===== src/rtl/scr1_mem_arb_pkg.sv =====
// Shared memory-interface enums plus arbiter owner IDs and default tracking depth.
package scr1_mem_arb_pkg;

  typedef enum logic {
    SCR1_MEM_CMD_RD = 1'b0,
    SCR1_MEM_CMD_WR = 1'b1
  } type_scr1_mem_cmd_e;

  typedef enum logic [1:0] {
    SCR1_MEM_WIDTH_BYTE  = 2'b00,
    SCR1_MEM_WIDTH_HWORD = 2'b01,
    SCR1_MEM_WIDTH_WORD  = 2'b10,
    SCR1_MEM_WIDTH_ERROR = 2'b11
  } type_scr1_mem_width_e;

  typedef enum logic [1:0] {
    SCR1_MEM_RESP_NOTRDY = 2'b00,
    SCR1_MEM_RESP_RDY_OK = 2'b01,
    SCR1_MEM_RESP_RDY_ER = 2'b10
  } type_scr1_mem_resp_e;

  localparam int   SCR1_ARB_DEPTH_DFLT = 2;
  localparam logic SCR1_ARB_ID_IMEM    = 1'b0;
  localparam logic SCR1_ARB_ID_DMEM    = 1'b1;

endpackage : scr1_mem_arb_pkg


===== src/rtl/scr1_arb_order_fifo.sv =====
// Owner-ID FIFO recording which port issued each accepted bridge request,
// so in-order responses can be routed back.
module scr1_arb_order_fifo #(
  parameter int DEPTH = 2
) (
  input  logic clk,
  input  logic rst_n,
  input  logic push_i,
  input  logic pop_i,
  input  logic id_i,
  output logic id_o,
  output logic full_o,
  output logic empty_o
);

  localparam int PTR_W = (DEPTH > 1) ? $clog2(DEPTH) : 1;
  localparam int CNT_W = $clog2(DEPTH + 1);

  logic [DEPTH-1:0] id_mem_q;
  logic [PTR_W-1:0] wr_ptr_q, wr_ptr_d;
  logic [PTR_W-1:0] rd_ptr_q, rd_ptr_d;
  logic [CNT_W-1:0] count_q, count_d;
  logic             push_s, pop_s;

  function automatic logic [PTR_W-1:0] ptr_inc(input logic [PTR_W-1:0] ptr);
    return (ptr == PTR_W'(DEPTH - 1)) ? '0 : ptr + PTR_W'(1);
  endfunction

  assign full_o  = (count_q == CNT_W'(DEPTH));
  assign empty_o = (count_q == '0);
  assign push_s  = push_i & ~full_o;
  assign pop_s   = pop_i & ~empty_o;
  assign id_o    = id_mem_q[rd_ptr_q];

  // Pointer and occupancy next-state
  always_comb begin
    wr_ptr_d = push_s ? ptr_inc(wr_ptr_q) : wr_ptr_q;
    rd_ptr_d = pop_s  ? ptr_inc(rd_ptr_q) : rd_ptr_q;
    case ({push_s, pop_s})
      2'b10:   count_d = count_q + CNT_W'(1);
      2'b01:   count_d = count_q - CNT_W'(1);
      default: count_d = count_q;
    endcase
  end

  // State registers
  always_ff @(posedge clk or negedge rst_n) begin
    if (!rst_n) begin
      id_mem_q <= '0;
      wr_ptr_q <= '0;
      rd_ptr_q <= '0;
      count_q  <= '0;
    end else begin
      if (push_s) begin
        id_mem_q[wr_ptr_q] <= id_i;
      end
      wr_ptr_q <= wr_ptr_d;
      rd_ptr_q <= rd_ptr_d;
      count_q  <= count_d;
    end
  end

endmodule : scr1_arb_order_fifo


===== src/rtl/scr1_mem_arb.sv =====
// Two-port (instruction/data) arbiter onto one memory bridge with round-robin
// grant, stall lock and in-order response routing.
module scr1_mem_arb
  import scr1_mem_arb_pkg::*;
#(
  parameter int SCR1_ARB_DEPTH  = SCR1_ARB_DEPTH_DFLT,
  parameter int SCR1_ADDR_WIDTH = 32
) (
  input  logic                       clk,
  input  logic                       rst_n,
  input  logic                       imem_req_i,
  output logic                       imem_req_ack_o,
  input  logic [SCR1_ADDR_WIDTH-1:0] imem_addr_i,
  output logic [31:0]                imem_rdata_o,
  output type_scr1_mem_resp_e        imem_resp_o,
  input  logic                       dmem_req_i,
  output logic                       dmem_req_ack_o,
  input  type_scr1_mem_cmd_e         dmem_cmd_i,
  input  type_scr1_mem_width_e       dmem_width_i,
  input  logic [SCR1_ADDR_WIDTH-1:0] dmem_addr_i,
  input  logic [31:0]                dmem_wdata_i,
  output logic [31:0]                dmem_rdata_o,
  output type_scr1_mem_resp_e        dmem_resp_o,
  output logic                       mem_req_o,
  input  logic                       mem_req_ack_i,
  output type_scr1_mem_cmd_e         mem_cmd_o,
  output type_scr1_mem_width_e       mem_width_o,
  output logic [SCR1_ADDR_WIDTH-1:0] mem_addr_o,
  output logic [31:0]                mem_wdata_o,
  input  logic [31:0]                mem_rdata_i,
  input  type_scr1_mem_resp_e        mem_resp_i
);

  logic lock_q, lock_id_q, rr_last_q;
  logic sel_s, sel_req_s, xfer_s;
  logic fifo_full_s, fifo_empty_s, head_id_s, pop_s;

  // Grant selection: a stalled request keeps the bus, otherwise round-robin on ties
  always_comb begin
    sel_s = SCR1_ARB_ID_IMEM;
    if (lock_q) begin
      sel_s = lock_id_q;
    end else if (imem_req_i && dmem_req_i) begin
      sel_s = ~rr_last_q;
    end else if (dmem_req_i) begin
      sel_s = SCR1_ARB_ID_DMEM;
    end else begin
      sel_s = SCR1_ARB_ID_IMEM;
    end
  end

  assign sel_req_s      = (sel_s == SCR1_ARB_ID_DMEM) ? dmem_req_i : imem_req_i;
  assign mem_req_o      = sel_req_s & ~fifo_full_s;
  assign xfer_s         = mem_req_o & mem_req_ack_i;
  assign imem_req_ack_o = xfer_s & (sel_s == SCR1_ARB_ID_IMEM);
  assign dmem_req_ack_o = xfer_s & (sel_s == SCR1_ARB_ID_DMEM);
  assign pop_s          = (mem_resp_i != SCR1_MEM_RESP_NOTRDY) & ~fifo_empty_s;

  // Request mux; instruction fetches are always word reads
  always_comb begin
    if (sel_s == SCR1_ARB_ID_DMEM) begin
      mem_cmd_o   = dmem_cmd_i;
      mem_width_o = dmem_width_i;
      mem_addr_o  = dmem_addr_i;
      mem_wdata_o = dmem_wdata_i;
    end else begin
      mem_cmd_o   = SCR1_MEM_CMD_RD;
      mem_width_o = SCR1_MEM_WIDTH_WORD;
      mem_addr_o  = imem_addr_i;
      mem_wdata_o = 32'h0000_0000;
    end
  end

  // Response routing to the owner at the FIFO head; nothing outstanding means nobody gets it
  always_comb begin
    imem_resp_o  = SCR1_MEM_RESP_NOTRDY;
    dmem_resp_o  = SCR1_MEM_RESP_NOTRDY;
    imem_rdata_o = 32'h0000_0000;
    dmem_rdata_o = 32'h0000_0000;
    if (!fifo_empty_s) begin
      if (head_id_s == SCR1_ARB_ID_DMEM) begin
        dmem_resp_o  = mem_resp_i;
        dmem_rdata_o = mem_rdata_i;
      end else begin
        imem_resp_o  = mem_resp_i;
        imem_rdata_o = mem_rdata_i;
      end
    end else begin
      imem_resp_o = SCR1_MEM_RESP_NOTRDY;
      dmem_resp_o = SCR1_MEM_RESP_NOTRDY;
    end
  end

  // Lock and round-robin state
  always_ff @(posedge clk or negedge rst_n) begin
    if (!rst_n) begin
      lock_q    <= 1'b0;
      lock_id_q <= SCR1_ARB_ID_IMEM;
      rr_last_q <= SCR1_ARB_ID_DMEM;
    end else if (xfer_s) begin
      lock_q    <= 1'b0;
      rr_last_q <= sel_s;
    end else if (mem_req_o) begin
      lock_q    <= 1'b1;
      lock_id_q <= sel_s;
    end else begin
      lock_q    <= lock_q;
    end
  end

  scr1_arb_order_fifo #(
    .DEPTH (SCR1_ARB_DEPTH)
  ) u_order_fifo (
    .clk     (clk),
    .rst_n   (rst_n),
    .push_i  (xfer_s),
    .pop_i   (pop_s),
    .id_i    (sel_s),
    .id_o    (head_id_s),
    .full_o  (fifo_full_s),
    .empty_o (fifo_empty_s)
  );

endmodule : scr1_mem_arb


===== config.mk =====
export PLATFORM = sky130hd
export DESIGN_NAME = scr1_mem_arb
export DESIGN_NICKNAME = d
export VERILOG_FILES = /design/src/rtl/scr1_mem_arb_pkg.sv /design/src/rtl/scr1_arb_order_fifo.sv /design/src/rtl/scr1_mem_arb.sv
export SDC_FILE = /design/constraint.sdc
export NUM_CORES = 1
export LEC_CHECK = 0
export ABC_CLOCK_PERIOD_IN_PS = 1800
export BUFFER_PORTS_ARGS = -buffer_cell sky130_fd_sc_hd__buf_4
export CORE_AREA = 8 8 101 103
export CTS_CLUSTER_DIAMETER = 200
export CTS_CLUSTER_SIZE = 20
export DETAILED_ROUTE_END_ITERATION = 8
export DIE_AREA = 0 0 109 111
export PLACE_DENSITY_LB_ADDON = 0.12
export REMOVE_ABC_BUFFERS = 1
export SLEW_MARGIN = 20
export SYNTH_ARGS = -nofsm -noshare
export SYNTH_HDL_FRONTEND = slang
export SYNTH_SLANG_ARGS = --single-unit

===== constraint.sdc =====
create_clock -name clk -period 1.8 [get_ports clk]
set_input_delay 0.36 -clock clk [delete_from_list [all_inputs] [get_ports clk]]
set_output_delay 0.36 -clock clk [all_outputs]
set_load 0.03 [all_outputs]

* After elaboration in Yosys (flattened, before gate mapping) *
Cells that the tools add are included.

storage, ports and cells
  output and inout port bits = 138
  flip-flop bits (word level) = 9

cells by class
  muxes and demuxes = 26
  eq/ne operators = 3
  bitwise operators = 12
  add/sub/neg operators = 4
  reductions and logical operators = 7
  magnitude comparators = 3

operator list
  cell                   count
  $mux W32               6
  $mux W1                12
  $mux W2                5
  $and A1 B1 Y1          7
  $reduce_bool A2 Y1     3
  $not A1 Y1             5
  $eq A2 B2 Y1 const B   2
  $lt A1 B2 Y1 const B   2
  $pmux W2 S2            1
  $add A1 B1 Y1 const B  2
  $add A2 B1 Y2 const B  1
  $bwmux W2              1
  $eq A2 B1 Y1 const B   1
  $logic_and A1 B1 Y1    2
  $logic_not A2 Y1       1
  $reduce_and A2 Y1      1
  $sub A2 B1 Y2 const B  1
  $demux W1 S1           1
  $ge A1 B1 Y1 const B   1

* Longest topological paths before layout *
Gate-level depths: netlist (run 1).

  depth after elaboration = 9
  depth in mapped cells = 7

* Modules after synthesis *
A second synthesis (run 1) with hierarchy kept.

unflattened totals
  cells, all modules = 195
  area total of the unflattened synthesis = 1574.0 um^2

modules (own cells, without submodules)
  module               times used  area each (um^2)  cells an instance
  scr1_mem_arb         1           1291.2            172
  scr1_arb_order_fifo  1           282.8             23

* Worst setup path after synthesis (run 1) *
Ideal clock, no wire load.

  path type = reg-to-output
  from = register rr_last_q
  to = output mem_addr_o[0]
  stages on the path, launching flop included = 5
  data arrival time = 1515 ps
  buffers on the path = 1
  slack = -75 ps
  required time = 1440 ps
  cells stage by stage = dfstp_2 a211oi_2 a21oi_2 buf_6 mux2_2

on the way
  cells in the longest elaborated chain, start to end = 4

ends and longest elaborated chain
  item                    RTL line             source
  start, declared         scr1_mem_arb.sv:34   logic lock_q, lock_id_q, rr_last_q;
  start signal, assigned  scr1_mem_arb.sv:102  rr_last_q <= sel_s;
  $not A1 Y1              scr1_mem_arb.sv:44   sel_s = ~rr_last_q;
  $mux W1                 scr1_mem_arb.sv:43   end else if (imem_req_i && dmem_req_i) begin
  $mux W1                 scr1_mem_arb.sv:41   if (lock_q) begin
  $mux W32                scr1_mem_arb.sv:61   if (sel_s == SCR1_ARB_ID_DMEM) begin
  end, declared           scr1_mem_arb.sv:28   output logic [SCR1_ADDR_WIDTH-1:0] mem_addr_o,

Every way passes these cells.

* Final worst setup path (run 1) *
Same ends and word-level chain as after synthesis.

==> results.rst, run 1 <==
.. list-table::
   :header-rows: 1

   * - Metric
     - Value
   * - Placed instance count
     - about 600
   * - Max-cap violations
     - 0
   * - H-tree depth reported by CTS
     - 1
   * - Top post-synthesis cells by area
     - mux2_2, nor2_1, and2_1, dfrtp_1, nand2_1
   * - Slew @ Worst Pin
     - about 350 ps
   * - Data arrival time at the worst-slack endpoint
     - ~1800 ps
   * - Classification of the worst-slack hold path
     - in -> reg
   * - Total number of placement rows
     - 34
   * - Cell variety after synth
     - 31
   * - Seq/Total Area, Yosys
     - 0.1453
   * - FF-to-FF Start
     - lock_q
   * - Diode insertion count for antenna repair
     - 0
   * - Syn_area_per_cell
     - approximately 6.9 µm²
   * - Number of optimization iterations in the first detailed-route pass
     - 4
   * - Proportion of netlist area held by the largest area contributor
     - 0.2384
   * - Overall overflow remaining after global route
     - 0
   * - End-of-flow core utilization
     - 0.6554
   * - Remaining antenna violation count after routing
     - 0
   * - Layout Cells excl Fill
     - between 600 and 700
   * - GPL Wtd Cong
     - around 0.77
   * - Maximum clock frequency
     - roughly 470 MHz
   * - Period utilization
     - 1.192
   * - CTS Root Cell
     - clkbuf_8
   * - Count of nets after finishing
     - 674
   * - Starting density of the core
     - 0.1823
   * - Total power after layout
     - around 13 mW
   * - Unrepaired setup endpoints after global routing
     - yes
   * - Placeable core area
     - ~8600 µm²
   * - Peak VDD IR
     - 0.9571 mV
   * - Antenna violations before repair
     - 0
   * - Type of destination of the critical path
     - primary output
   * - Required arrival time at the worst endpoint
     - ~1400 ps
   * - Pin count of the biggest net entering global routing
     - 32
   * - Drt initial violations
     - 90
   * - Maximum fanout along the worst path
     - 31
   * - Count of endpoints failing hold in the final timing report
     - 0
   * - Die height
     - roughly 110 µm
   * - Worst setup path startpoint
     - rr_last_q
   * - Number of design rule violations left after detail routing
     - 0
   * - Number of enable flip-flop cells after synthesis
     - 0
   * - TritonCTS clock tree
     - built
   * - Number of pins exceeding their max-slew limit in the final report
     - 0
   * - Count of vias placed by the detailed router
     - around 2.9k
   * - Crit Path Class
     - reg -> out
   * - Syn-to-layout area delta
     - 259.5%
   * - Maximum number of buffers from clock root to sink
     - 2
   * - Wire length of the first global-routing pass
     - approximately 18000 µm
   * - Share of layout cells above drive strength 1
     - 0.9232
   * - Failing checks
     - negative setup slack
   * - Setup crit start kind
     - flip-flop
   * - # setup viols final
     - roughly 130
   * - Clock buffer count from CTS
     - 3
   * - Clock Latency Late Sink
     - about 230 ps
   * - Number of sinks driven by the clock tree
     - 9
   * - Post-synthesis cell area
     - between 1500 and 2000 µm²
   * - Async set-or-reset flop fraction in the synthesized netlist
     - 1.000
   * - Hpwl dp
     - about 8400 µm
   * - Synth Flop Type
     - dfrtp_1
   * - Leakage power
     - approximately 2.7 nW
   * - Clock-pin slew reported for the worst setup and hold paths after clock tree synthesis
     - ~40 ps
   * - Layout Skew
     - between 0.6 and 0.7 ps
   * - Post-route minimum period
     - between 2000 and 2500 ps
   * - Hold_sp
     - mem_req_ack_i
   * - Die Footprint
     - approximately 12000 µm²
   * - Yosys warns
     - 0
   * - Hold slack final
     - around 450 ps
   * - Die extent in x
     - 109 µm
   * - Routed wire per std cell
     - 19.60 µm
   * - Vias in the first global route
     - around 3.3k
   * - Count of mapped cells out of synthesis
     - between 200 and 250
   * - Post-detailed-routing wire length
     - between 10000 and 15000 µm
   * - Max-Slew Margin vs Limit
     - 0.7691
   * - Run status
     - complete, but fails checks
   * - Flip-flop and latch count after synthesis
     - 9
   * - Most area-hungry cell type in the Yosys netlist
     - mux2_2
   * - Sum of negative setup slack
     - -22150 ps
   * - Power density over the cells
     - roughly 2300 nW/µm²
   * - Number of buffers inserted by port buffering
     - 275
   * - Aggregate global-route resource usage
     - 0.1893
   * - I/O pin cnt
     - approximately 280
   * - Setup slack after layout
     - -346.5 ps
   * - Via density per instance
     - 4.483
-- metrics by stage --
stage / cell area, µm² / setup slack (ps)
6_report: 5604 / -346.5
2_1_floorplan: 1468 / -780.7
5_1_grt: 5604 / -399.1
3_5_place_dp: 3832 / -104.5
4_1_cts: 5325 / -349.7
3_3_place_gp: 3832 / -70.96
-- cell families (layout without fill, tap and decap cells) --
group / after synthesis / count (layout) / synth area share
AOI/OAI and AO/OA: 12 / 12 / 0.07625
xor gates and xnor gates: 5 / 5 / 0.02810
adders and majority gates: 1 / 1 / 0.008024
buffers and inverters: 19 / 327 / 0.06341
DFF: 9 / 9 / 0.1453
muxes: 36 / 36 / 0.2640
and+or+nand+nor: 144 / 144 / 0.4149
-- critical path: stages (launching register included) --
cell	delay (ps)
dfstp_2	550
a211oi_4	80
a21oi_4	170
buf_12	220
mux2_2	360
buf_4	170
-- placed cells by master, fill, tap and decap left out, types with 2 or more instances in the layout --
cell	netlist	routed
buf_6	3	120
buf_4	0	176
mux2_4	2	4
buf_16	0	11
nor2_1	71	3
nor2_4	0	68
clkbuf_16	0	3
inv_1	2	2
and2_4	0	34
dfrtp_1	8	6
clkbuf_8	0	3
mux2_2	33	31
nand2_1	34	13
nand2_2	0	21
buf_12	0	10
xor2_1	2	2
dfrtp_2	0	2
o21a_1	2	2
xnor2_1	3	3
-- flip-flops by register name, indices dropped and copies added (netlist names) --
| register | count |
|---|---|
| lock_id_q | 1 |
| lock_q | 1 |
| rr_last_q | 1 |
| u_order_fifo.count_q | 2 |
| u_order_fifo.id_mem_q | 2 |
| u_order_fifo.rd_ptr_q | 1 |
| u_order_fifo.wr_ptr_q | 1 |
-- routing by layer --
layer | wire length (µm) | global-route usage | up-vias
li1 | - | - | 1348
met1 | 4121 | 0.1816 | 1344
met2 | 6863 | 0.3662 | 175
met3 | 1437 | 0.07209 | 11
met4 | 161 | 0.03379 | 0
met5 | 0 | 0 | -
-- synth_stat cells, types with 2 or more instances --
| cell | n |
|---|---|
| buf_2 | 2 |
| nor2_1 | 71 |
| buf_6 | 3 |
| nand2_1 | 34 |
| mux2_4 | 2 |
| and2_1 | 34 |
| clkbuf_1 | 10 |
| o21a_1 | 2 |
| inv_1 | 2 |
| mux2_2 | 33 |
| dfrtp_1 | 8 |
| clkbuf_2 | 2 |
| xor2_1 | 2 |
| nand2b_1 | 2 |
| xnor2_1 | 3 |
-- final timing paths --
check	endpoint	slack [ps]	cells past startpoint
hold / removal	lock_id_q	450	3
hold reg to reg	u_order_fifo.wr_ptr_q	530	1
setup / recovery	mem_addr_o[0]	-350	5
setup reg to reg	u_order_fifo.count_q[1]	-90	7
max in group asynchronous	rr_last_q	1080	2
min in group asynchronous	u_order_fifo.id_mem_q[0]	500	2
-- repair_timing --
| item | in CTS | in global routing |
|---|---|---|
| resized for setup | 269 | 67 |
| pin swaps | 61 | 43 |
| buffers inserted | 18 | 4 |
| cloned | 14 | 3 |
| setup endpoints to repair | 139 | 143 |
| endpoints found under the hold margin | 8 | 0 |
| hold buffers | 1 | 0 |
-- power breakdown --
part	switching, mW	internal, mW
registers	0.119	0.326
clock network	0.0774	0.154
logic	6.29	5.83
total	6.48	6.31
-- final cells by class --
class                   count  area (µm²)
multi-input cells         198        1927
fillers                   653        2947
clock buffers               4       45.04
flip-flops and latches      9       229.0
inverters                   2       7.507
well taps                 108       135.1
repair buffers            321        3261
Power figures use the tool's default switching activity.
==> run 2, diff against run 1 <==
Settings changed: MAX_ROUTING_LAYER set to met4.
==> results.rst, run 2 (same netlist as run 1, synthesis figures left out) <==
.. list-table::
   :header-rows: 1

   * - Metric
     - Value
   * - Run status
     - complete, but fails checks (unchanged)
   * - Failing checks
     - negative setup slack (unchanged)
   * - Antenna violations before repair
     - 0 (unchanged)
   * - Starting density of the core
     - 0.1823 (unchanged)
   * - Setup crit start kind
     - flip-flop (unchanged)
   * - Die height
     - 111 µm (unchanged)
   * - Most frequent standard cell in the layout excluding fill and tap cells
     - buf_4 (unchanged)
   * - Die Footprint
     - 12100 µm² (unchanged)
   * - Syn-to-layout area delta
     - 259.5% (unchanged)
   * - Max-cap violations
     - 0 (unchanged)
   * - Leakage power
     - 2.656 nW (unchanged)
   * - H-tree depth reported by CTS
     - 1 (unchanged)
   * - Net switching component of the power
     - 6.486 mW (was 6.484 mW)
   * - Area of placed instances
     - 3832 µm² (unchanged)
   * - Internal Dissipation
     - 6.313 mW (about the same)
   * - Maximum number of buffers from clock root to sink
     - 2 (unchanged)
   * - Die extent in x
     - 109 µm (unchanged)
   * - Critical Path, Cell by Cell
     - a211oi_4 -> a21oi_4 -> buf_12 -> mux2_2 -> buf_4 (unchanged)
   * - Biggest regs
     - u_order_fifo.count_q: 2 flops, u_order_fifo.id_mem_q: 2 flops (unchanged)
   * - Count of vias placed by the detailed router
     - 2883 (was 2878)
   * - Crit Path Class
     - reg -> out (unchanged)
   * - Clock Latency Late Sink
     - 230 ps (about the same)
   * - Number of buffers inserted by port buffering
     - 275 (unchanged)
   * - Number of pins exceeding their max-slew limit in the final report
     - 0 (unchanged)
   * - Post-detailed-routing wire length
     - 12570 µm (was 12580 µm)
   * - Final design instance area without fill
     - 5604 µm² (unchanged)
   * - Register-to-register path setup slack
     - -90 ps (about the same)
   * - TritonCTS clock tree
     - built (unchanged)
   * - Number of sinks driven by the clock tree
     - 9 (unchanged)
   * - Setup slack after layout
     - -344.6 ps (was -346.5 ps)
   * - GPL Wtd Cong
     - 0.7776 (was 0.7673)
   * - Vias in the first global route
     - 3266 (was 3257)
   * - Max-Slew Margin vs Limit
     - 0.7691 (about the same)
   * - Maximum fanout along the worst path
     - 31 (unchanged)
   * - CTS Root Cell
     - clkbuf_8 (unchanged)
   * - Slew @ Worst Pin
     - 345.6 ps (about the same)
   * - # setup viols final
     - 127 (unchanged)
   * - Total number of placement rows
     - 34 (unchanged)
   * - Placeable core area
     - 8551 µm² (unchanged)
   * - Remaining antenna violation count after routing
     - 0 (unchanged)
   * - Drt initial violations
     - 72 (was 90)
   * - Layout Skew
     - 0.9062 ps (was 0.6325 ps)
   * - Sequential cell area
     - 229.0 µm² (unchanged)
   * - Diode insertion count for antenna repair
     - 0 (unchanged)
   * - Peak VDD IR
     - 0.9625 mV (was 0.9571 mV)
   * - Overall overflow remaining after global route
     - 0 (unchanged)
   * - Clock-pin slew reported for the worst setup and hold paths after clock tree synthesis
     - 40 ps (about the same)
   * - Maximum clock frequency
     - 466.3 MHz (was 465.9 MHz)
   * - Highest-count cells in the layout ignoring fill and taps
     - buf_4, buf_6, nor2_4, and2_4, mux2_2 (unchanged)
   * - Classification of the worst-slack hold path
     - in -> reg (unchanged)
   * - Number of optimization iterations in the first detailed-route pass
     - 4 (unchanged)
   * - Routed wire per std cell
     - 19.57 µm (was 19.60 µm)
   * - Number of design rule violations left after detail routing
     - 0 (unchanged)
   * - Required arrival time at the worst endpoint
     - 1440 ps (about the same)
   * - Wire length of the first global-routing pass
     - 17980 µm (was 18070 µm)
   * - Unrepaired setup endpoints after global routing
     - yes (unchanged)
   * - Hpwl dp
     - 8384 µm (unchanged)
   * - Comb pwr share
     - 0.947 (about the same)
   * - Count of nets after finishing
     - 674 (unchanged)
   * - Hold slack final
     - 448.3 ps (was 447.3 ps)
   * - Data arrival time at the worst-slack endpoint
     - 1780 ps (was 1790 ps)
   * - Via density per instance
     - 4.491 (was 4.483)
   * - Share of layout cells above drive strength 1
     - 0.9232 (unchanged)
   * - Power density over the cells
     - 2284 nW/µm² (about the same)
   * - Proportion of power drawn by the clock network
     - 0.018 (about the same)
   * - Total power after layout
     - 12.80 mW (about the same)
   * - Highest-delay cell along the critical path
     - dfstp_2 (unchanged)
   * - Switching part of the total power
     - 0.5067 (about the same)
   * - Type of destination of the critical path
     - primary output (unchanged)
   * - Worst path max stage delay
     - 550 ps (about the same)
   * - Count of endpoints failing hold in the final timing report
     - 0 (unchanged)
   * - Multi-input gate area in the final layout
     - 1927 µm² (unchanged)
   * - Clock buffer count from CTS
     - 3 (unchanged)
   * - Aggregate global-route resource usage
     - 0.1943 (was 0.1893)
   * - Pin count of the biggest net entering global routing
     - 32 (unchanged)
   * - I/O pin cnt
     - 276 (unchanged)
   * - Sequential share of power
     - 0.035 (about the same)
   * - Period utilization
     - 1.191 (was 1.192)
   * - Place WS
     - -104.5 ps (unchanged)
   * - Fillcell total
     - 653 (unchanged)
   * - Post-route minimum period
     - 2145 ps (was 2146 ps)
[run 2: cell counts in the layout (fill, tap and decap cells not counted)]
No cell type changed its count.
[run 2: power by group through the flow]
| stage | logic (mW) | clock network (mW) | registers, mW |
|---|---|---|---|
| floorplan | 4.47 | 0 | 0.411 |
| global placement | 7.51 | 0 | 0.452 |
| detailed placement | 7.53 | 0 | 0.460 |
| CTS | 11.5 | 0.243 | 0.441 |
| global route | 12.6 | 0.252 | 0.463 |
| finish | 12.1 | 0.231 | 0.443 |
[run 2: routing by layer]
metal  vias up  GRT usage  wire length [µm]
li1       1346          -                 -
met1      1346     0.1935              4386
met2       179     0.3667              6860
met3        12    0.05000              1160
met4         0    0.03379               157
met5         -          -                 0
[run 2: final cells by class]
type,count,share of cell area
Multi-Input combinational cell,198,0.3438
Inverter,2,0.001340
Clock buffer,4,0.008038
Timing Repair Buffer,321,0.5818
Tap cell,108,0.02411
Sequential cell,9,0.04086
[run 2: critical path, delay by kind of cell (launching register included)]
family | cells | cell delay [ps]
AOI/OAI and AO/OA | 2 | 250
buffers and inverters | 2 | 390
DFF | 1 | 550
muxes | 1 | 360
[run 2: worst paths after layout]
| check | start | endpoint | cells past startpoint |
|---|---|---|---|
| max | rr_last_q | mem_addr_o[0] | 5 |
| min | mem_req_ack_i | lock_id_q | 3 |
| max reg2reg | lock_q | u_order_fifo.count_q[1] | 7 |
| min reg2reg | u_order_fifo.wr_ptr_q | u_order_fifo.wr_ptr_q | 1 |
| max in group asynchronous | rst_n | rr_last_q | 2 |
| min in group asynchronous | rst_n | u_order_fifo.id_mem_q[0] | 2 |
[run 2: metrics by stage]
stage	setup TNS, ps	utilization	instances
after floorplan	-48930	-	209
after global placement	-2022	0.4482	603
after detailed placement	-2841	0.4482	603
after CTS	-23990	0.6228	639
after global routing	-29280	0.6554	642
final	-22160	0.6554	642
[run 2: timing repair]
action	in CTS	in global routing
hold buffers	1	0
endpoints found under the setup margin	139	143
hold endpoints to repair	8	0
buffers inserted	18	4
pin swaps	61	43
resized for setup	269	67
cloned	14	3
